`config.mk`:
```
export PLATFORM = sky130hd
export DESIGN_NAME = csr_sequencer
export DESIGN_NICKNAME = d
export VERILOG_FILES = /design/src/rtl/csr_sequencer.sv
export SDC_FILE = /design/constraint.sdc
export NUM_CORES = 1
export LEC_CHECK = 0
export CORE_MARGIN = 2
export CORE_UTILIZATION = 35
export DETAILED_ROUTE_END_ITERATION = 16
export PLACE_DENSITY_LB_ADDON = 0.25
export REMOVE_ABC_BUFFERS = 1
export SYNTH_ARGS = -nofsm -noshare
export SYNTH_HDL_FRONTEND = slang
export SYNTH_SLANG_ARGS = --single-unit
```
`constraint.sdc`:
```
create_clock -name clk_i -period 10.7 [get_ports clk_i]
set_input_delay 2.14 -clock clk_i [delete_from_list [all_inputs] [get_ports clk_i]]
set_output_delay 2.14 -clock clk_i [all_outputs]
set_load 0.01 [all_outputs]
```
`src/rtl/csr_sequencer.sv`:
```
// rtl/csr_sequencer.sv - arbitrates CSR-file access between CSR instructions and trap/MRET sequences
module csr_sequencer #(
  parameter int CSR_DATA_WIDTH = 32,
  parameter int CSR_ADDR_WIDTH = 12
) (
  input  logic                      clk_i,
  input  logic                      rst_i,
  input  logic                      ins_req_i,
  input  logic                      ins_we_i,
  input  logic [CSR_ADDR_WIDTH-1:0] ins_addr_i,
  input  logic [CSR_DATA_WIDTH-1:0] ins_wdata_i,
  output logic                      ins_ack_o,
  output logic                      ins_err_o,
  output logic [CSR_DATA_WIDTH-1:0] ins_rdata_o,
  input  logic                      trap_req_i,
  input  logic [CSR_DATA_WIDTH-1:0] trap_cause_i,
  input  logic [CSR_DATA_WIDTH-1:0] trap_epc_i,
  input  logic [CSR_DATA_WIDTH-1:0] trap_tval_i,
  input  logic                      mret_req_i,
  output logic                      seq_done_o,
  output logic [CSR_DATA_WIDTH-1:0] seq_pc_o,
  output logic                      busy_o,
  output logic                      csr_en_o,
  output logic                      csr_we_o,
  output logic [CSR_ADDR_WIDTH-1:0] csr_addr_o,
  output logic [CSR_DATA_WIDTH-1:0] csr_data_o,
  input  logic [CSR_DATA_WIDTH-1:0] csr_data_i,
  input  logic                      csr_busy_i,
  input  logic                      csr_exists_i,
  input  logic                      csr_ro_i
);
  localparam logic [CSR_ADDR_WIDTH-1:0] MSR_MSTATUS = CSR_ADDR_WIDTH'('h300);
  localparam logic [CSR_ADDR_WIDTH-1:0] MSR_MTVEC   = CSR_ADDR_WIDTH'('h305);
  localparam logic [CSR_ADDR_WIDTH-1:0] MSR_MEPC    = CSR_ADDR_WIDTH'('h341);
  localparam logic [CSR_ADDR_WIDTH-1:0] MSR_MCAUSE  = CSR_ADDR_WIDTH'('h342);
  localparam logic [CSR_ADDR_WIDTH-1:0] MSR_MTVAL   = CSR_ADDR_WIDTH'('h343);

  typedef enum logic [1:0] {S_IDLE, S_ACCESS, S_RESP} state_t;
  typedef enum logic [1:0] {F_INS, F_TRAP, F_MRET} flow_t;

  state_t                    state_q, state_d;
  flow_t                     flow_q, flow_d;
  logic [2:0]                step_q, step_d;
  logic                      seen_busy_q, seen_busy_d;
  logic                      en_q, en_d, we_q, we_d;
  logic [CSR_ADDR_WIDTH-1:0] addr_q, addr_d;
  logic [CSR_DATA_WIDTH-1:0] data_q, data_d;
  logic [CSR_DATA_WIDTH-1:0] cause_q, cause_d, epc_q, epc_d, tval_q, tval_d;
  logic                      ack_q, ack_d, err_q, err_d, done_q, done_d;
  logic [CSR_DATA_WIDTH-1:0] rdata_q, rdata_d, pc_q, pc_d;
  logic                      complete;

  function automatic logic [CSR_DATA_WIDTH-1:0] trap_mstatus(input logic [CSR_DATA_WIDTH-1:0] s);
    logic [CSR_DATA_WIDTH-1:0] r;
    r        = s;
    r[7]     = s[3];
    r[3]     = 1'b0;
    r[12:11] = 2'b11;
    return r;
  endfunction

  function automatic logic [CSR_DATA_WIDTH-1:0] mret_mstatus(input logic [CSR_DATA_WIDTH-1:0] s);
    logic [CSR_DATA_WIDTH-1:0] r;
    r        = s;
    r[3]     = s[7];
    r[7]     = 1'b1;
    r[12:11] = 2'b11;
    return r;
  endfunction

  // Vectored mode offsets only interrupts (cause MSB set); exceptions go to the base.
  function automatic logic [CSR_DATA_WIDTH-1:0] handler_pc(input logic [CSR_DATA_WIDTH-1:0] mtvec,
                                                          input logic [CSR_DATA_WIDTH-1:0] cause);
    logic [CSR_DATA_WIDTH-1:0] pc;
    pc = {mtvec[CSR_DATA_WIDTH-1:2], 2'b00};
    if (mtvec[1:0] == 2'b01 && cause[CSR_DATA_WIDTH-1])
      pc = pc + {cause[CSR_DATA_WIDTH-3:0], 2'b00};
    return pc;
  endfunction

  assign complete = (state_q == S_ACCESS) && seen_busy_q && !csr_busy_i;

  always_comb begin
    state_d     = state_q;
    flow_d      = flow_q;
    step_d      = step_q;
    seen_busy_d = seen_busy_q | csr_busy_i;
    en_d        = 1'b0;
    we_d        = we_q;
    addr_d      = addr_q;
    data_d      = data_q;
    cause_d     = cause_q;
    epc_d       = epc_q;
    tval_d      = tval_q;
    ack_d       = 1'b0;
    err_d       = 1'b0;
    done_d      = 1'b0;
    rdata_d     = rdata_q;
    pc_d        = pc_q;
    case (state_q)
      S_IDLE: begin
        seen_busy_d = 1'b0;
        step_d      = 3'd0;
        if (trap_req_i || mret_req_i) begin
          flow_d  = trap_req_i ? F_TRAP : F_MRET;
          cause_d = trap_cause_i;
          epc_d   = trap_epc_i;
          tval_d  = trap_tval_i;
          state_d = S_ACCESS;
          en_d    = 1'b1;
          we_d    = 1'b0;
          addr_d  = MSR_MSTATUS;
          data_d  = '0;
        end else if (ins_req_i) begin
          if (!csr_exists_i || (ins_we_i && csr_ro_i)) begin
            ack_d   = 1'b1;
            err_d   = 1'b1;
            state_d = S_RESP;
          end else begin
            flow_d  = F_INS;
            state_d = S_ACCESS;
            en_d    = 1'b1;
            we_d    = ins_we_i;
            addr_d  = ins_addr_i;
            data_d  = ins_wdata_i;
          end
        end
      end
      S_ACCESS: begin
        if (complete) begin
          seen_busy_d = 1'b0;
          en_d        = 1'b1;
          we_d        = 1'b1;
          step_d      = step_q + 3'd1;
          case (flow_q)
            F_TRAP: begin
              case (step_q)
                3'd0: begin addr_d = MSR_MSTATUS; data_d = trap_mstatus(csr_data_i); end
                3'd1: begin addr_d = MSR_MEPC;    data_d = epc_q;   end
                3'd2: begin addr_d = MSR_MCAUSE;  data_d = cause_q; end
                3'd3: begin addr_d = MSR_MTVAL;   data_d = tval_q;  end
                3'd4: begin addr_d = MSR_MTVEC;   we_d   = 1'b0;    end
                default: begin
                  en_d    = 1'b0;
                  we_d    = 1'b0;
                  done_d  = 1'b1;
                  pc_d    = handler_pc(csr_data_i, cause_q);
                  state_d = S_RESP;
                end
              endcase
            end
            F_MRET: begin
              case (step_q)
                3'd0: begin addr_d = MSR_MSTATUS; data_d = mret_mstatus(csr_data_i); end
                3'd1: begin addr_d = MSR_MEPC;    we_d   = 1'b0; end
                default: begin
                  en_d    = 1'b0;
                  we_d    = 1'b0;
                  done_d  = 1'b1;
                  pc_d    = csr_data_i;
                  state_d = S_RESP;
                end
              endcase
            end
            default: begin
              en_d    = 1'b0;
              we_d    = 1'b0;
              ack_d   = 1'b1;
              rdata_d = csr_data_i;
              state_d = S_RESP;
            end
          endcase
        end
      end
      // One cycle here lets the requester drop its level request before re-arbitration.
      S_RESP:  state_d = S_IDLE;
      default: state_d = S_IDLE;
    endcase
  end

  always_ff @(posedge clk_i or posedge rst_i) begin
    if (rst_i) begin
      state_q     <= S_IDLE;
      flow_q      <= F_INS;
      step_q      <= 3'd0;
      seen_busy_q <= 1'b0;
      en_q        <= 1'b0;
      we_q        <= 1'b0;
      addr_q      <= '0;
      data_q      <= '0;
      cause_q     <= '0;
      epc_q       <= '0;
      tval_q      <= '0;
      ack_q       <= 1'b0;
      err_q       <= 1'b0;
      done_q      <= 1'b0;
      rdata_q     <= '0;
      pc_q        <= '0;
    end else begin
      state_q     <= state_d;
      flow_q      <= flow_d;
      step_q      <= step_d;
      seen_busy_q <= seen_busy_d;
      en_q        <= en_d;
      we_q        <= we_d;
      addr_q      <= addr_d;
      data_q      <= data_d;
      cause_q     <= cause_d;
      epc_q       <= epc_d;
      tval_q      <= tval_d;
      ack_q       <= ack_d;
      err_q       <= err_d;
      done_q      <= done_d;
      rdata_q     <= rdata_d;
      pc_q        <= pc_d;
    end
  end

  assign ins_ack_o   = ack_q;
  assign ins_err_o   = err_q;
  assign ins_rdata_o = rdata_q;
  assign seq_done_o  = done_q;
  assign seq_pc_o    = pc_q;
  assign busy_o      = (state_q != S_IDLE);
  assign csr_en_o    = en_q;
  assign csr_we_o    = we_q;
  // While idle the address follows the pending instruction so exists/ro can qualify it.
  assign csr_addr_o  = (state_q == S_IDLE) ? ins_addr_i : addr_q;
  assign csr_data_o  = data_q;

endmodule

```
== Word-level counts from Yosys, hierarchy flattened ==
Index checks and enable logic that the tools add are counted.

* Add/sub/neg operators: 2
* Multipliers: 0
* Divide/modulo/power cells: 0
* $lt $le $gt $ge: 0
* Equal/unequal tests: 21
* Shifts and indexed selects: 0
* Multiplexer cells: 65
* Bitwise operators: 2
* Reduce and logical (&&, ||, !) cells: 27

{| class="wikitable"
|+ Operator list
! kind !! number
|-
| $mux W32 || 8
|-
| $pmux W32 S2 || 3
|-
| $pmux W32 S4 || 1
|-
| $pmux W12 S2 || 3
|-
| $mux W12 || 5
|-
| $pmux W12 S5 || 1
|-
| $add A32 B32 Y32 || 1
|-
| $mux W1 || 23
|-
| $mux W2 || 10
|-
| $ne A3 B3 Y1 const B || 5
|-
| $pmux W1 S2 || 7
|-
| $reduce_and A7 Y1 || 2
|-
| $ne A2 B2 Y1 const B || 4
|-
| $pmux W2 S2 || 2
|-
| $reduce_and A4 Y1 || 2
|-
| $reduce_bool A2 Y1 || 4
|-
| $ne A7 B4 Y1 const B || 1
|-
| $eq A2 B1 Y1 const B || 3
|-
| $eq A3 B2 Y1 const B || 2
|-
| $ne A6 B4 Y1 const B || 1
|-
| $pmux W3 S2 || 1
|-
| $reduce_and A3 Y1 || 2
|-
| $reduce_and A5 Y1 || 1
|-
| $reduce_or A5 Y1 || 1
|-
| 17 further kinds || 24
|}

* Register bits after elaboration: 217
* Latch bits: 0
* Memory bits (writable): 0
* Bits in read-only memories: 0
* Output and inout port bits: 114
* Memories kept: 0

== Logic depth before layout (Yosys ltp) ==
* Word-level depth: 6
* Mapped depth: 11
* Gate-level depth less buffers: 11

== Worst setup path after synthesis ==
No wires, ideal clock.

* Path kind: in2out
* Start: in ins_addr_i[8]
* End: out csr_addr_o[8]
* Data arrival time: 2.455 ns
* Data required time: 8.560 ns
* Setup slack: 6.105 ns
* Stages: 2
* Path buffers: 0
* Cell sequence: inv_1 o21ai_0

* Word-level cells in the longest chain between the ends: 1

{| class="wikitable"
|+ Ends and longest elaborated chain
! what !! RTL line !! text
|-
| from (decl) || 10 || <nowiki>input logic [CSR_ADDR_WIDTH-1:0] ins_addr_i,</nowiki>
|-
| $mux W12 || 228 || <nowiki>assign csr_addr_o = (state_q == S_IDLE) ? ins_addr_i : addr_q;</nowiki>
|-
| to (decl) || 25 || <nowiki>output logic [CSR_ADDR_WIDTH-1:0] csr_addr_o,</nowiki>
|}

Every way passes these cells.

== Worst setup path after layout ==
* Start: in ins_addr_i[9]
* End: out csr_addr_o[9]

The elaborated chain is that of the path after synthesis.

==> results.tsv <==
metric	value	unit
status	finished clean	
Synth area leader	dfrtp_1	
P_leak	6.360	nW
Synth top area share	48.43	%
Die H	183.0	um
period utilization	51.40	%
unrepaired setup endpoints after global routing	false	
FILL cells	2944	
Slew @ Worst Pin	1088	ps
clock latency at the later pin of the worst-skew pair	540	ps
initial DRC count	595	
Placeable Area	31560	sq um
PostCTS Resize Cnt	0	
Final setup viols	0	
H-tree Lvls	1	
post-synthesis async set-or-reset flop share	100.0	%
Worst Setup Path Type	input pin to output port	
Final Total Pwr	4.742	mW
fmax	181.8	MHz
top-level I/O count	295	
EDFF count, synth	0	
Hold-fix buffers, CTS	0	
Avg WL per Cell	19.83	um
via count	9473	
CTS tree	done	
synthesized area per cell	10.39	sq um
num rows	65	
ys flop type	dfrtp_1	
Slew HR	27.20	%
largest net degree at the start of global routing	80	
total die area	33480	sq um
CP Data Required Time	8560	ps
final instance area	15480	sq um
hold crit path type	flop to flop	
arrival time at the worst endpoint	3360	ps
critical path capture point type	output port	
GRT Overall Usage	20.64	%
most common cell in the netlist	dfrtp_1	
cts bufs inserted	26	
Area contributors post-synth	dfrtp_1 (48%), mux2_2 (13%), ha_1 (4.0%)	
CP Max Fanout	2	
Slew Limit Fails	0	
DRT Pass-1 Iters	6	
Multi-input gate area	5517	sq um
max_cap viols	0	
HPWL Detailed	24110	um
routability congestion estimate	0.8243	
first-pass GRT wire length	54610	um
Initial Utilization	35.53	%
initial antenna violation count	0	
Area Growth Syn to Fin	38.10	%
Total Wirelength	35030	um
Seq. cell area	5430	sq um
CTS Buffer Depth	3	
VDD IR max	0.1707	mV
Avg Vias per Cell	5.364	
Clock Pin Slew Worst Setup and Hold Paths	60	ps
Ys Warns	0	
Die Width	183.0	um
share of layout cells above drive strength 1	16.13	%
diode count	0	
Unique masters post-synth	73	
clk sinks	217	
Mapped Area	11210	sq um
Period minus WS final	5500	ps
Post-Syn Instances	1079	
synthesized flop and latch total	217	
total power divided by cell area	306.2	nW/um^2
hold-critical path depth	2	
most common library cells after synthesis	dfrtp_1 (217), mux2_2 (129), nand2_1 (113), nor2_1 (92), a21oi_1 (87)	
reg2reg path depth	11	
Final Hold Fails	0	
Setup Skew	28.83	ps
DRT antenna net count	0	
dpl cell area	14600	sq um
Post-route DRC	0	
number of global-route vias before repair	9710	
Root Buffer	clkbuf_16	
register area share after synthesis	48.43	%
number of nets in the layout	1565	
startpoint types	input pin	
Post-CTS Setup Inserts	0	
total gr overflow	0	
input/output buffers	294	
Fin Setup TNS	0	ps
## cell families (layout without fill, tap and decap cells)
| kind of cell | after synthesis | in the layout | synth area share (%) |
|---|---|---|---|
| compound gates | 311 | 311 | 18.63 |
| simple gates | 269 | 269 | 10.64 |
| flops | 217 | 217 | 48.43 |
| mux | 131 | 131 | 13.18 |
| buf+inv | 91 | 376 | 3.136 |
| fa+ha+maj | 37 | 37 | 4.196 |
| xor+xnor | 23 | 23 | 1.797 |
## cells in the final DEF, fill, tap and decap left out, types with 12 or more instances in the layout
| cell | n |
|---|---|
| clkdlybuf4s50_1 | 294 |
| dfrtp_1 | 217 |
| mux2_2 | 129 |
| nand2_1 | 112 |
| nor2_1 | 90 |
| a21oi_1 | 87 |
| o21ai_0 | 82 |
| ha_1 | 35 |
| a222oi_1 | 31 |
| a211oi_1 | 30 |
| clkbuf_16 | 26 |
| inv_1 | 20 |
| nand3_1 | 16 |
| a31oi_1 | 16 |
| buf_4 | 16 |
| xor2_1 | 12 |
## worst max-delay path, cell delays in order
cell             delay (ps)
clkdlybuf4s50_1         460
inv_1                    50
o21ai_0                 150
clkdlybuf4s50_1         560
## cell type report
class	instances	share of cell area, %
multi-input cells	771	35.63
clock inverters	8	0.8566
repair buffers	310	19.78
well taps	402	3.248
inverters	21	0.5576
clock buffers	37	4.857
flip-flops and latches	217	35.07
## power by group
part / leakage, nW / internal [mW] / switching, mW / total, mW
sequential: 2.63 / 1.22 / 0.239 / 1.46
combinational: 3.30 / 1.16 / 1.21 / 2.37
clock: 0.431 / 0.559 / 0.355 / 0.914
## worst paths after layout
path / slack (ps) / startpoint / end
min reg2reg: 480 / csr_data_o[13] / csr_data_o[13]
max: 5200 / ins_addr_i[9] / csr_addr_o[9]
max in group asynchronous: 7150 / rst_i / epc_q[0]
max reg2reg: 7700 / cause_q[0] / seq_pc_o[28]
min in group asynchronous: 2090 / rst_i / tval_q[4]
min: 480 / csr_data_o[13] / csr_data_o[13]
## flip-flops by register name, summed over array words and instances (netlist names), 3 cells and up
signal,cells
addr_q,12
seq_pc_o,32
step_q,3
ins_rdata_o,32
epc_q,32
csr_data_o,32
cause_q,32
tval_q,32
## per-layer routing
layer	part of all wire, %	GRT usage [%]	vias to the layer above
met4	1.9	4.192	0
met2	47	34.83	280
met1	45	27.16	4658
met3	6.6	4.825	43
met5	0	0	-
li1	-	-	4492
## metrics by stage
| stage | setup slack [ps] | util [%] | cells | hold WS (ps) |
|---|---|---|---|---|
| 2_1_floorplan | 2624 | - | 1009 | 468.0 |
| 3_3_place_gp | 5219 | 46.26 | 1721 | 461.5 |
| 3_5_place_dp | 5191 | 46.26 | 1721 | 469.8 |
| 4_1_cts | 5191 | 49.07 | 1766 | 482.8 |
| 5_1_grt | 5148 | 49.07 | 1766 | 506.5 |
| 6_report | 5200 | 49.07 | 1766 | 478.3 |
Note: power is estimated with default switching activity, not from simulation.
